`config.mk`:
```
export PLATFORM = sky130hd
export DESIGN_NAME = sseg_array
export DESIGN_NICKNAME = d
export VERILOG_FILES = /design/src/rtl/sseg_array.sv
export SDC_FILE = /design/constraint.sdc
export NUM_CORES = 1
export LEC_CHECK = 0
export ABC_CLOCK_PERIOD_IN_PS = 5400
export CORE_MARGIN = 8
export CORE_UTILIZATION = 40
export CTS_BUF_LIST = sky130_fd_sc_hd__clkbuf_8
export CTS_CLUSTER_DIAMETER = 100
export DETAILED_ROUTE_END_ITERATION = 12
export GPL_TIMING_DRIVEN = 1
export SYNTH_ARGS = -nofsm -noshare
export SYNTH_HDL_FRONTEND = slang
export SYNTH_SLANG_ARGS = --single-unit
```
`constraint.sdc`:
```
create_clock -name clk -period 5.4 [get_ports clk]
set_clock_uncertainty 0.05 [all_clocks]
set_input_delay 1.62 -clock clk [delete_from_list [all_inputs] [get_ports clk]]
set_output_delay 1.62 -clock clk [all_outputs]
set_load 0.005 [all_outputs]
```
`src/rtl/sseg_array.sv`:
```
// Multi-digit seven-segment driver: shadowed config, LZB, blink, active-low registered outputs.
// Latency: load -> led after one more edge; no backpressure (load is a plain strobe).
module sseg_array #(
  parameter int DIGITS    = 6,
  parameter int BLINK_DIV = 25_000_000
) (
  input  logic                  clk,
  input  logic                  rst_n,
  input  logic                  load_i,
  input  logic [4*DIGITS-1:0]   data_i,
  input  logic [DIGITS-1:0]     dp_i,
  input  logic [DIGITS-1:0]     en_i,
  input  logic                  lzb_i,
  input  logic [DIGITS-1:0]     blink_mask_i,
  output logic [8*DIGITS-1:0]   led_o,
  output logic                  blink_phase_o
);

  localparam int CW = $clog2(BLINK_DIV + 1);

  logic [4*DIGITS-1:0] data_q;
  logic [DIGITS-1:0]   dp_q, en_q, mask_q;
  logic                lzb_q;
  logic [CW-1:0]       cnt_q, cnt_d;
  logic                phase_q, phase_d;
  logic [8*DIGITS-1:0] led_q, led_d;
  logic [DIGITS-1:0]   blank_lz;
  logic                run;
  logic                lit;

  function automatic logic [6:0] seg7(input logic [3:0] n);
    case (n)
      4'h0: seg7 = 7'h3F;  4'h1: seg7 = 7'h06;  4'h2: seg7 = 7'h5B;  4'h3: seg7 = 7'h4F;
      4'h4: seg7 = 7'h66;  4'h5: seg7 = 7'h6D;  4'h6: seg7 = 7'h7D;  4'h7: seg7 = 7'h27;
      4'h8: seg7 = 7'h7F;  4'h9: seg7 = 7'h6F;  4'hA: seg7 = 7'h77;  4'hB: seg7 = 7'h7C;
      4'hC: seg7 = 7'h58;  4'hD: seg7 = 7'h5E;  4'hE: seg7 = 7'h79;  default: seg7 = 7'h71;
    endcase
  endfunction

  always_ff @(posedge clk or negedge rst_n) begin
    if (!rst_n) begin
      data_q <= '0;
      dp_q   <= '0;
      en_q   <= '0;
      mask_q <= '0;
      lzb_q  <= 1'b0;
    end else if (load_i) begin
      data_q <= data_i;
      dp_q   <= dp_i;
      en_q   <= en_i;
      mask_q <= blink_mask_i;
      lzb_q  <= lzb_i;
    end
  end

  // A load restarts the blink cycle in the lit phase, overriding terminal count.
  always_comb begin
    cnt_d   = cnt_q + 1'b1;
    phase_d = phase_q;
    if (load_i) begin
      cnt_d   = '0;
      phase_d = 1'b1;
    end else if (cnt_q == CW'(BLINK_DIV - 1)) begin
      cnt_d   = '0;
      phase_d = ~phase_q;
    end
  end

  always_ff @(posedge clk or negedge rst_n) begin
    if (!rst_n) begin
      cnt_q   <= '0;
      phase_q <= 1'b1;
    end else begin
      cnt_q   <= cnt_d;
      phase_q <= phase_d;
    end
  end

  always_comb begin
    run      = lzb_q;
    blank_lz = '0;
    lit      = 1'b0;
    led_d    = '1;
    for (int i = DIGITS - 1; i >= 1; i--) begin
      if (run && data_q[4*i +: 4] == 4'h0 && !dp_q[i]) blank_lz[i] = 1'b1;
      else                                              run = 1'b0;
    end
    for (int i = 0; i < DIGITS; i++) begin
      lit = en_q[i] && !(mask_q[i] && !phase_q) && !blank_lz[i];
      led_d[8*i +: 8] = lit ? ~{dp_q[i], seg7(data_q[4*i +: 4])} : 8'hFF;
    end
  end

  always_ff @(posedge clk or negedge rst_n) begin
    if (!rst_n) led_q <= '1;
    else        led_q <= led_d;
  end

  assign led_o         = led_q;
  assign blink_phase_o = phase_q;

endmodule

```
==> flow_summary_export.csv <==
group,metric,value,unit
clocking,cts_tree,"yes",
place,place_hpwl,8910,um
logic_synthesis,synth_edf_count,0,
clocking,cts_buffers,17,
sta,rsz0062_at_grt,"false",
critical_path,startpoint,"blink_phase_o$_DFFE_PN1P_",
critical_path,crit_family,"flip-flops",
detailed_routing,drtIter0Drc,206,
power,leakage,2.84,nW
critical_path,cp.required,3730,ps
clocking,clock_latency,430,ps
finish,num_antenna_cells,0,
critical_path,r2r-start,"cnt_q[0]$_DFF_PN0_",
logic_synthesis,postSynth.asyncResetShare,1.00,
sta,drv_slew,0,
floorplan,core,0.0138,mm2
place,portBuffers,94,
finish,fin_util,0.513,
sta,tightest_slew,963,ps
logic_synthesis,yosys_warnings,0,
detailed_routing,wl_per_cell,15.0,um
sta,fin_tns_setup,0,ps
critical_path,critical_path.endpoint_type,"output pin",
logic_synthesis,syn_area,0.00563,mm2
clocking,post_cts_resized,0,
clocking,clkSlewWorstSetupHoldPaths,70,ps
finish,instances_no_fill,807,
floorplan,die_h,135,um
power,switching_share,0.254,
finish,area_growth,26.0,%
clocking,clock-sinks,117,
finish,fill_cells,1246,
power,p_int,1.66,mW
detailed_routing,antenna_left,0,
logic_synthesis,synth_seq_cells,117,
logic_synthesis,post_synth.cell_area_avg,10.7,um2
detailed_routing,drtPass1Iterations,6,
critical_path,path_class,"register to output pin",
floorplan,die_w,135,um
critical_path,r2r_cells,5,
global_route,grt_pass1_vias,4214,
logic_synthesis,yosysSeqAreaShare,0.531,
clocking,cts_post_setup_buffers_inserted,0,
detailed_routing,vias_per_cell,5.18,
sta,period_minus_slack,3370,ps
clocking,holdBufCountCts,0,
global_route,grt_overflow,0,
critical_path,reg2reg_to,"cnt_q[9]$_DFF_PN0_",
floorplan,rows,43,
sta,fmax,0.297,GHz
critical_path,crit_slowest_cell,"dfstp_2",
logic_synthesis,syn_inst,524,
clocking,ctsHtreeMaxLevel,4,
power,clkPwrFrac,0.365,
min_path,hp-class,"register to register",
clocking,clk_path_buf_depth,2,
global_route,grt_use_total,0.143,
detailed_routing,routed-via-count,4183,
global_route,antenna_found_initial,0,
place,place_congestion,0.826,
logic_synthesis,ys_types,46,
global_route,grt_max_degree,58,
power,ir_drop,0.000149,V
clocking,cts_root_buf,"clkbuf_8",
floorplan,start_util,0.407,
power,comb_power_share,0.157,
detailed_routing,route.detailed.drc,0,
critical_path,cp_max_fo,11,
floorplan,ioPinCount,95,
logic_synthesis,ys.flop_type,"dfrtp_1",
power,power_frac_seq,0.477,
critical_path,worst_ep_arrival_time,1700,ps
critical_path,crit_buf_inv,1,
sta,hold_viol_final,0,
critical_path,cpPeakStageDelay,670,ps
sta,fin_crit_sh,0.623,
detailed_routing,wirelength,12100,um
power,p_sw,0.564,mW
sta,max-slew-margin-rel,0.358,
critical_path,cp.depth,1,
critical_path,reg2reg_slack,2900,ps
floorplan,die_area,0.0181,mm2
place,placed_cells,775,
outcome,status,"complete, no violations",
finish,layout-drive-gt1-share,0.195,
sta,setup_viol,0,
power,power_density,313,mW/mm2
job,maxCapViolCount,0,
global_route,grt_first_pass_wirelength,20800,um
logic_synthesis,syn_nets,598,
finish,nNetsFinal,688,
critical_path,endpoint,"blink_phase_o",
critical_path,crit_chain,"clkdlybuf4s50_1",
critical_path,start_kind,"register",
per-stage QoR:
step | total power, mW | setup slack (ps) | area [um2] | hold slack (ps)
after floorplan | 1.23 | 2780 | 5630 | 318
after global placement | 1.42 | 2240 | 6680 | 327
after detailed placement | 1.43 | 2200 | 6680 | 326
after CTS | 2.26 | 1990 | 7090 | 342
after global routing | 2.34 | 1970 | 7090 | 372
final | 2.22 | 2030 | 7090 | 340
metal layers:
metal  global-route usage  up-vias  wire, um
met4               0.0686        0       285
li1                     -     2043         -
met5                    0        -         0
met1                0.178     2006      5550
met3               0.0394       24       631
met2                0.227      110      5670
power groups by stage:
stage                     sequential (mW)  combinational [mW]  clock, mW
after floorplan                      1.06               0.174          0
after global placement               1.07               0.352          0
after detailed placement             1.08               0.356          0
after CTS                            1.06               0.357      0.838
after global routing                 1.07               0.390      0.879
final                                1.06               0.349      0.811
Yosys cell counts (2+ instances only):
cell / count / area share
and3_2: 2 / 0.0027
nor3_1: 2 / 0.0018
dfstp_2: 49 / 0.23
or4_1: 8 / 0.011
mux2_2: 26 / 0.052
nand2b_1: 6 / 0.0067
nor3b_1: 2 / 0.0027
and4_1: 4 / 0.0062
xnor2_1: 5 / 0.0078
clkbuf_1: 19 / 0.013
nor2b_1: 10 / 0.011
nand3b_1: 3 / 0.0040
nand2_1: 62 / 0.041
o211ai_1: 38 / 0.051
nor2_1: 31 / 0.021
or2_2: 3 / 0.0033
a21oi_1: 17 / 0.015
o21ai_0: 42 / 0.037
o311ai_0: 9 / 0.014
a31oi_1: 2 / 0.0022
nand3_1: 11 / 0.0098
nor4_1: 2 / 0.0022
nand4b_1: 2 / 0.0031
buf_2: 4 / 0.0036
ha_1: 28 / 0.062
buf_6: 2 / 0.0040
o31ai_1: 8 / 0.011
nor4b_1: 3 / 0.0047
or3_1: 6 / 0.0067
xor2_1: 9 / 0.014
nand4_1: 6 / 0.0067
dfrtp_1: 68 / 0.30
inv_1: 22 / 0.015
placed cells by master, fill, tap and decap left out, drive strengths merged, types with 3 or more instances in the layout:
| master | count |
|---|---|
| a21oi | 17 |
| and4 | 4 |
| buf | 5 |
| bufinv | 3 |
| clkbuf | 18 |
| clkdlybuf4s50 | 92 |
| clkinv | 6 |
| clkinvlp | 4 |
| dfrtp | 68 |
| dfstp | 49 |
| ha | 28 |
| inv | 23 |
| mux2 | 26 |
| nand2 | 62 |
| nand2b | 6 |
| nand3 | 12 |
| nand3b | 3 |
| nand4 | 7 |
| nor2 | 31 |
| nor2b | 10 |
| nor4b | 3 |
| o211ai | 38 |
| o21ai | 42 |
| o311ai | 9 |
| o31ai | 9 |
| or2 | 3 |
| or3 | 6 |
| or4 | 9 |
| xnor2 | 5 |
| xor2 | 9 |
worst min-delay path by stage:
stage                                    from  slack (ps)  cells after the start                 end
after floorplan           dp_q[0]$_DFFE_PN0P_         320                      1  led_o[7]$_DFF_PN1_
after global placement    dp_q[0]$_DFFE_PN0P_         330                      1  led_o[7]$_DFF_PN1_
after detailed placement  dp_q[0]$_DFFE_PN0P_         330                      1  led_o[7]$_DFF_PN1_
after CTS                 dp_q[0]$_DFFE_PN0P_         340                      1  led_o[7]$_DFF_PN1_
after global routing      dp_q[0]$_DFFE_PN0P_         370                      1  led_o[7]$_DFF_PN1_
final                     dp_q[0]$_DFFE_PN0P_         340                      1  led_o[7]$_DFF_PN1_
sequential cells by signal (all words and copies together) (netlist names):
name,flops
led_o,48
en_q,6
cnt_q,25
lzb_q,1
dp_q,6
data_q,24
mask_q,6
blink_phase_o,1
cell families after synthesis:
logic type	Yosys count	share of synthesized area
buffers and inverters	48	0.0373
xor gates and xnor gates	14	0.0218
and+or+nand+nor	168	0.153
muxes	27	0.0538
DFF	117	0.531
adders and majority gates	28	0.0622
AOI/OAI and AO/OA	122	0.141
final cells by class:
class                           instances  area [um2]  area share
Clock buffer                           18         248      0.0349
Inverter                               22        82.6      0.0116
Sequential cell                       117        2990       0.421
Multi-Input combinational cell        359        2430       0.343
Clock inverter                         14         161      0.0228
Tap cell                              180         225      0.0318
Timing Repair Buffer                   97         956       0.135
Note: power is estimated with default switching activity, not from simulation.
